==> src/rtl/eq_detect_pipe.sv <==
// Pipelined masked equality/zero detector with a log2 OR-reduction tree,
// valid tracking, a saturating hit counter and a sticky miss flag.
module eq_detect_pipe #(
  parameter int WIDTH = 16,
  parameter int CNT_W = 8
) (
  input  logic             clk,
  input  logic             rst,
  input  logic             vdd,
  input  logic             vss,
  input  logic             in_valid,
  input  logic [1:0]       mode,
  input  logic [WIDTH-1:0] A,
  input  logic [WIDTH-1:0] B,
  input  logic [WIDTH-1:0] mask,
  input  logic             cnt_clr,
  output logic             out_valid,
  output logic             out,
  output logic [CNT_W-1:0] hit_cnt,
  output logic             miss_sticky
);

  localparam int D = $clog2(WIDTH);
  localparam logic [CNT_W-1:0] CNT_MAX = '1;

  // Supply rails are carried on the port list only.
  logic unused_rails;
  assign unused_rails = vdd ^ vss;

  function automatic logic [WIDTH-1:0] diff_vec(input logic [1:0] m,
                                                input logic [WIDTH-1:0] a,
                                                input logic [WIDTH-1:0] b,
                                                input logic [WIDTH-1:0] mk);
    return (m[0] ? a : (a ^ b)) & mk;
  endfunction

  // Pair-wise OR; zero padding above the vector makes an odd tail pass through.
  function automatic logic [WIDTH-1:0] pair_or(input logic [WIDTH-1:0] v);
    logic [2*WIDTH-1:0] pad;
    logic [WIDTH-1:0]   r;
    pad = {{WIDTH{1'b0}}, v};
    r   = '0;
    for (int i = 0; i < WIDTH; i++) begin
      r[i] = pad[2*i] | pad[2*i+1];
    end
    return r;
  endfunction

  function automatic logic [CNT_W-1:0] sat_inc(input logic [CNT_W-1:0] c);
    return (c == CNT_MAX) ? c : c + 1'b1;
  endfunction

  logic [WIDTH-1:0] red_p  [0:D];
  logic [1:0]       mode_p [0:D];
  logic [D:0]       vld_p;

  // Stage 0 captures the masked difference; stages 1..D halve it each cycle.
  always_ff @(posedge clk) begin
    red_p[0]  <= diff_vec(mode, A, B, mask);
    mode_p[0] <= mode;
    for (int k = 1; k <= D; k++) begin
      red_p[k]  <= pair_or(red_p[k-1]);
      mode_p[k] <= mode_p[k-1];
    end
  end

  always_ff @(posedge clk or posedge rst) begin
    if (rst) begin
      vld_p <= '0;
    end else begin
      vld_p <= {vld_p[D-1:0], in_valid};
    end
  end

  // Final stage: polarity by mode; out holds across bubbles.
  logic any_p;
  assign any_p = |red_p[D];

  always_ff @(posedge clk or posedge rst) begin
    if (rst) begin
      out_valid <= 1'b0;
      out       <= 1'b0;
    end else begin
      out_valid <= vld_p[D];
      if (vld_p[D]) begin
        out <= mode_p[D][1] ? any_p : ~any_p;
      end
    end
  end

  // Monitor stage: clear takes effect before this cycle's event is applied.
  logic             hit_ev;
  logic             miss_ev;
  logic [CNT_W-1:0] hit_base;
  logic             miss_base;

  always_comb begin
    hit_ev    = out_valid & out;
    miss_ev   = out_valid & ~out;
    hit_base  = cnt_clr ? '0 : hit_cnt;
    miss_base = cnt_clr ? 1'b0 : miss_sticky;
  end

  always_ff @(posedge clk or posedge rst) begin
    if (rst) begin
      hit_cnt     <= '0;
      miss_sticky <= 1'b0;
    end else begin
      hit_cnt     <= hit_ev ? sat_inc(hit_base) : hit_base;
      miss_sticky <= miss_base | miss_ev;
    end
  end

endmodule

==> config.mk <==
export PLATFORM = sky130hd
export DESIGN_NAME = eq_detect_pipe
export DESIGN_NICKNAME = d
export VERILOG_FILES = /design/src/rtl/eq_detect_pipe.sv
export SDC_FILE = /design/constraint.sdc
export NUM_CORES = 1
export LEC_CHECK = 0
export CORE_MARGIN = 1.5
export CORE_UTILIZATION = 43
export DETAILED_ROUTE_END_ITERATION = 8
export PLACE_DENSITY_LB_ADDON = 0.25
export SYNTH_ARGS = -nofsm -noshare
export SYNTH_HDL_FRONTEND = slang
export SYNTH_SLANG_ARGS = --single-unit
==> constraint.sdc <==
create_clock -name clk -period 1.5 [get_ports clk]
set_clock_uncertainty 0.2 [all_clocks]
set_input_delay 0.225 -clock clk [delete_from_list [all_inputs] [get_ports clk]]
set_output_delay 0.225 -clock clk [all_outputs]
set_load 0.02 [all_outputs]
Word-level counts from Yosys, hierarchy flattened --
Memories as Yosys holds them, arrays and structs flattened. Cells that the tools add are included.
Word-level totals: register bits after elaboration 16, memory bits (writable) 90, bits of input ports 56, logic and storage cells 55, memories kept 2
Cells by class: add/subtract/negate cells 1, equality and inequality tests 1, mux-type cells 6, bitwise logic cells 39, reduce and logical (&&, ||, !) cells 1
Memory list:
- red_p | words 5, bits a word 16, rd ports 5, clocked after Yosys merged registers in 0, write ports 5, RTL line 53 | logic [WIDTH-1:0] red_p [0:D];
- mode_p | words 5, bits a word 2, rd ports 5, clocked after Yosys merged registers in 0, write ports 5, RTL line 54 | logic [1:0] mode_p [0:D];
Operators by type and width (number):
- $or 1x1->1 | 33
- $mux 8 | 3
- $and 16x16->16 | 1
- $mux 16 | 1
- $reduce_or 16->1 | 1
- $xor 16x16->16 | 1
- $add 8x1->8 const B | 1
- $eq 8x8->1 const B | 1
- $and 1x1->1 | 2
- $mux 1 | 2
- $not 1->1 | 2

Depth between registers and ports, before layout --
word-level depth 4, depth in mapped cells 4

Worst setup path after synthesis --
No wires, ideal clock.
kind register -> register, start register out, end register hit_cnt[4], setup time 87 ps, arrival 1176 ps, required time 1213 ps, path slack 37 ps, cell stages (with the launch flop) 5, buffers on the path 1, clock period less this slack 1463 ps, path through dfrtp_1 > and4_1 > buf_6 > and3_1 > a211oi_2
Between the ends: longest elaborated chain between the ends 2
RTL lines:
- start, declared | RTL line 18 | output logic out,
- start signal, assigned | RTL line 86 | out <= mode_p[D][1] ? any_p : ~any_p;
- $and 1x1->1 | RTL line 98 | hit_ev = out_valid & out;
- $mux 8 | RTL line 109 | hit_cnt <= hit_ev ? sat_inc(hit_base) : hit_base;
- end signal, assigned | RTL line 109
- end, declared | RTL line 19 | output logic [CNT_W-1:0] hit_cnt,
Every way passes these cells. A chain may end at the register's enable or synchronous reset.

Worst setup path after layout --
start register out, end output port out
No word-level cell between the ends.

==> report_table.html <==
<table>
<tr><th>Metric</th><th>Value</th></tr>
<tr><th colspan="2">Timing</th></tr>
<tr><td>FMAX</td><td>0.6853 GHz</td></tr>
<tr><td>Unrepaired setup endpoints after global routing</td><td>no</td></tr>
<tr><td>Final Hold Slack</td><td>0.02341 ns</td></tr>
<tr><td>Minimum period implied by the final worst setup slack</td><td>1.459 ns</td></tr>
<tr><td>Least setup slack across all paths after layout</td><td>0.04076 ns</td></tr>
<tr><td>Transition time at the pin with the least slew margin</td><td>0.3482 ns</td></tr>
<tr><td>Relative slew slack</td><td>76.72%</td></tr>
<tr><td>Final count of hold timing violations</td><td>0</td></tr>
<tr><td>Slew Limit Fails</td><td>0</td></tr>
<tr><td>Number of endpoints failing setup at the final stage</td><td>0</td></tr>
<tr><td>Period utilisation layout</td><td>97.28%</td></tr>
<tr><th colspan="2">Floorplan</th></tr>
<tr><td>Number of standard-cell rows in the floorplan</td><td>23</td></tr>
<tr><td>Die Y</td><td>68.56 microns</td></tr>
<tr><td>Starting Density</td><td>45.54%</td></tr>
<tr><td>Core Footprint</td><td>0.004058 sq mm</td></tr>
<tr><td>Total die area</td><td>0.004700 sq mm</td></tr>
<tr><td>Boundary pin count</td><td>67</td></tr>
<tr><td>Die W</td><td>68.56 microns</td></tr>
<tr><th colspan="2">CTS</th></tr>
<tr><td>Worst-path clk slew</td><td>0.08 ns</td></tr>
<tr><td>TritonCTS Buffers</td><td>5</td></tr>
<tr><td>Buffers inserted during post-CTS setup optimization</td><td>0</td></tr>
<tr><td>Cell at the root of the clock tree</td><td>sky130_fd_sc_hd__clkbuf_8</td></tr>
<tr><td>H-tree depth</td><td>2</td></tr>
<tr><td>Buffer levels on the longest clock path</td><td>2</td></tr>
<tr><td>Number of sinks handled by clock tree synthesis</td><td>52</td></tr>
<tr><td>TritonCTS clock tree</td><td>yes</td></tr>
<tr><td>Worst-skew pair later-pin latency</td><td>0.30 ns</td></tr>
<tr><th colspan="2">Yosys</th></tr>
<tr><td>XOR/XNOR Fraction of Synth Area</td><td>8.057%</td></tr>
<tr><td>Most common flop cell mapped by yosys</td><td>sky130_fd_sc_hd__dfxtp_1</td></tr>
<tr><td>Synthesized cell area</td><td>0.001848 sq mm</td></tr>
<tr><td>Area share of fa/ha/maj cells after synthesis</td><td>0%</td></tr>
<tr><td>Fraction of the yosys area taken by sequential cells</td><td>60.66%</td></tr>
<tr><td>Yosys reg bits</td><td>52</td></tr>
<tr><td>Post-synthesis cell count</td><td>157</td></tr>
<tr><td>Mux cell area share after synthesis</td><td>0.6093%</td></tr>
<tr><td>Fraction of post-synthesis cell area in the top cell type by area</td><td>39.00%</td></tr>
<tr><td>FFs w/ async S/R, synth</td><td>30.77%</td></tr>
<tr><td>Yosys Warn Count</td><td>0</td></tr>
<tr><td>Mapped Avg Cell Area</td><td>11.77 sq um</td></tr>
<tr><td>Post-synthesis simple-gate area fraction</td><td>20.92%</td></tr>
<tr><td>Compound-gate portion of the synthesized area</td><td>6.906%</td></tr>
<tr><td>Cell types with the highest counts after synthesis</td><td>36 x sky130_fd_sc_hd__dfxtp_1, 17 x sky130_fd_sc_hd__and2_1, 17 x sky130_fd_sc_hd__xnor2_1, 16 x sky130_fd_sc_hd__dfrtp_1, 16 x sky130_fd_sc_hd__nand2b_1</td></tr>
<tr><td>Combinational family with the most area after synthesis</td><td>simple AND/OR/NAND/NOR gates</td></tr>
<tr><td>Top-count cell post-synth</td><td>sky130_fd_sc_hd__dfxtp_1</td></tr>
<tr><td>Synth area leader</td><td>sky130_fd_sc_hd__dfxtp_1</td></tr>
<tr><td>Number of nets produced by synthesis</td><td>213</td></tr>
<tr><td>Cell variety after synth</td><td>33</td></tr>
<tr><td>Number of flops mapped to enable cells by yosys</td><td>0</td></tr>
<tr><td>Biggest area contributors in the synthesized netlist</td><td>sky130_fd_sc_hd__dfxtp_1 39%, sky130_fd_sc_hd__dfrtp_1 22%, sky130_fd_sc_hd__xnor2_1 8.1%</td></tr>
<tr><th colspan="2">Worst setup path</th></tr>
<tr><td>Crit. End Element</td><td>output pin</td></tr>
<tr><td>Kind of critical path</td><td>register to output pin</td></tr>
<tr><td>Buffers &amp; Inverters on Critical Path</td><td>1</td></tr>
<tr><td>Worst endpoint data arrival time</td><td>1.03 ns</td></tr>
<tr><td>Kind of start point of the critical path</td><td>register</td></tr>
<tr><td>CP max stage delay</td><td>0.41 ns</td></tr>
<tr><td>List of cells traversed by the critical path</td><td>dlygate4sd2_1</td></tr>
<tr><td>Critical-path top delay cell</td><td>sky130_fd_sc_hd__dfrtp_1</td></tr>
<tr><td>Worst Path Required</td><td>1.07 ns</td></tr>
<tr><td>Max Fanout on Critical Path</td><td>4</td></tr>
<tr><td>Largest delay contributor family on the critical path</td><td>flip-flops</td></tr>
<tr><th colspan="2">Cells and area</th></tr>
<tr><td>Count of placed standard cells in the final layout, fillers left out</td><td>283</td></tr>
<tr><td>Inserted Diodes</td><td>0</td></tr>
<tr><td>Final #Nets</td><td>288</td></tr>
<tr><td>Sequential cell area</td><td>0.001121 sq mm</td></tr>
<tr><td>Area occupied by multi-input gates</td><td>683.2 sq um</td></tr>
<tr><td>Layout fillers</td><td>299</td></tr>
<tr><td>Layout area overhead</td><td>43.74%</td></tr>
<tr><td>Fraction of layout instances using a drive strength above 1</td><td>17.17%</td></tr>
<tr><td>Post-route core utilization</td><td>65.46%</td></tr>
<tr><th colspan="2">Placement</th></tr>
<tr><td>Half-perimeter wire length after detailed placement</td><td>2.401 mm</td></tr>
<tr><td>Pre-CTS setup slack</td><td>-0.1900 ns</td></tr>
<tr><td>Placed cell count</td><td>275</td></tr>
<tr><td>Gpl congestion</td><td>0.8511</td></tr>
<tr><td>Count of port buffers added during placement</td><td>64</td></tr>
<tr><th colspan="2">Detailed routing</th></tr>
<tr><td>Violation count after the first detailed-routing iteration</td><td>32</td></tr>
<tr><td>Vias per std cell</td><td>4.657</td></tr>
<tr><td>Length of the first detailed-routing pass in iterations</td><td>4</td></tr>
<tr><td>Total length of routed wires</td><td>3.035 mm</td></tr>
<tr><td>Total number of vias</td><td>1318</td></tr>
<tr><td>Antenna Violating Nets Remaining</td><td>0</td></tr>
<tr><td>Remaining routing DRC violations</td><td>0</td></tr>
<tr><td>Post-DR wirelength/cell</td><td>10.72 microns</td></tr>
<tr><th colspan="2">Global route</th></tr>
<tr><td>Global-route wire length before repair</td><td>5.057 mm</td></tr>
<tr><td>Grt total ovfl</td><td>0</td></tr>
<tr><td>Global-route usage over all layers</td><td>15.11%</td></tr>
<tr><td>Vias in the first global route</td><td>1211</td></tr>
<tr><td>Initial antenna violation count</td><td>0</td></tr>
<tr><td>Maximum number of pins on one net before global-route repair</td><td>17</td></tr>
<tr><th colspan="2">Pwr</th></tr>
<tr><td>Leakage</td><td>1.113 nW</td></tr>
<tr><td>Power per cell area</td><td>1019 mW/mm^2</td></tr>
<tr><td>VDD IR max</td><td>0.4214 mV</td></tr>
<tr><td>Final Total Pwr</td><td>2.707 mW</td></tr>
<tr><th colspan="2">Run</th></tr>
<tr><td>Max capacitance violation total</td><td>0</td></tr>
<tr><th colspan="2">Worst hold path</th></tr>
<tr><td>Type of the tightest min-delay check</td><td>input pin to async pin</td></tr>
<tr><th colspan="2">Run status</th></tr>
<tr><td>Result of the run</td><td>complete, no violations</td></tr>
</table>
-- sequential cells by signal, summed over array words and instances (netlist names) --
name,cells
miss_sticky,1
red_p,31
mode_p,5
out_valid,1
out,1
hit_cnt,8
vld_p,5
-- what timing repair did --
action	4_1_cts	5_1_grt
endpoints found under the setup margin	11	10
hold buffers	0	0
resized for setup	12	13
-- power breakdown --
group	switching (mW)	internal (mW)	total, mW
Clock	0.408	0.432	0.840
Combinational	0.107	0.235	0.343
Sequential	0.0314	1.49	1.52
-- kinds of logic (layout without fill, tap and decap cells) --
group,count (synthesis),count (layout)
muxes,1,1
xor gates and xnor gates,17,17
buffers and inverters,8,84
DFF,52,52
and+or+nand+nor,62,62
AOI/OAI and AO/OA,17,17
-- cell type report --
type | instances | share of cell area (%)
repair buffers | 72 | 25.34
multi-input cells | 97 | 25.72
flip-flops and latches | 52 | 42.20
well taps | 50 | 2.355
clock buffers | 8 | 3.815
inverters | 4 | 0.5652
-- routing by layer --
layer	global-route usage [%]	vias to the layer above	wire, microns
li1	-	665	-
met1	15.54	592	1206
met2	25.60	52	1514
met3	6.818	9	235
met4	8.000	0	78
met5	0	-	0
-- through the flow --
| stage | area (sq um) | TNS (ns) |
|---|---|---|
| 5_1_grt | 2656 | 0 |
| 4_1_cts | 2663 | 0 |
| 2_1_floorplan | 1848 | 0 |
| 3_5_place_dp | 2574 | -3.000 |
| 6_report | 2656 | 0 |
| 3_3_place_gp | 2574 | -2.360 |
-- tightest hold or removal path, stage by stage --
cell and delay [ns]:
sky130_fd_sc_hd__clkdlybuf4s50_1 0.39, sky130_fd_sc_hd__inv_1 0.05, sky130_fd_sc_hd__buf_4 0.22
-- final timing paths --
| path | slack (ns) | startpoint | cells after the start | end |
|---|---|---|---|---|
| max in group asynchronous | 0.89 | rst | 3 | hit_cnt[6] |
| min in group clk | 0.14 | mode_p[0][3] | 0 | mode_p[0][5] |
| hold reg to reg | 0.14 | mode_p[0][3] | 0 | mode_p[0][5] |
| setup / recovery | 0.04 | out | 1 | out |
| hold / removal | 0.02 | rst | 3 | out_valid |
| setup reg to reg | 0.09 | out_valid | 4 | hit_cnt[5] |
-- cell usage in the layout, fill, tap and decap left out, drive strengths merged, types with 4 or more instances in the layout --
master | synthesis | final
clkdlybuf4s50 | 0 | 53
dfxtp | 36 | 36
and2 | 18 | 18
xnor2 | 17 | 17
nand2b | 16 | 16
dfrtp | 16 | 16
or2 | 15 | 15
clkbuf | 1 | 12
buf | 3 | 8
dlygate4sd2 | 0 | 6
inv | 4 | 4
a21oi | 4 | 4
(Power assumes the default switching activity.)
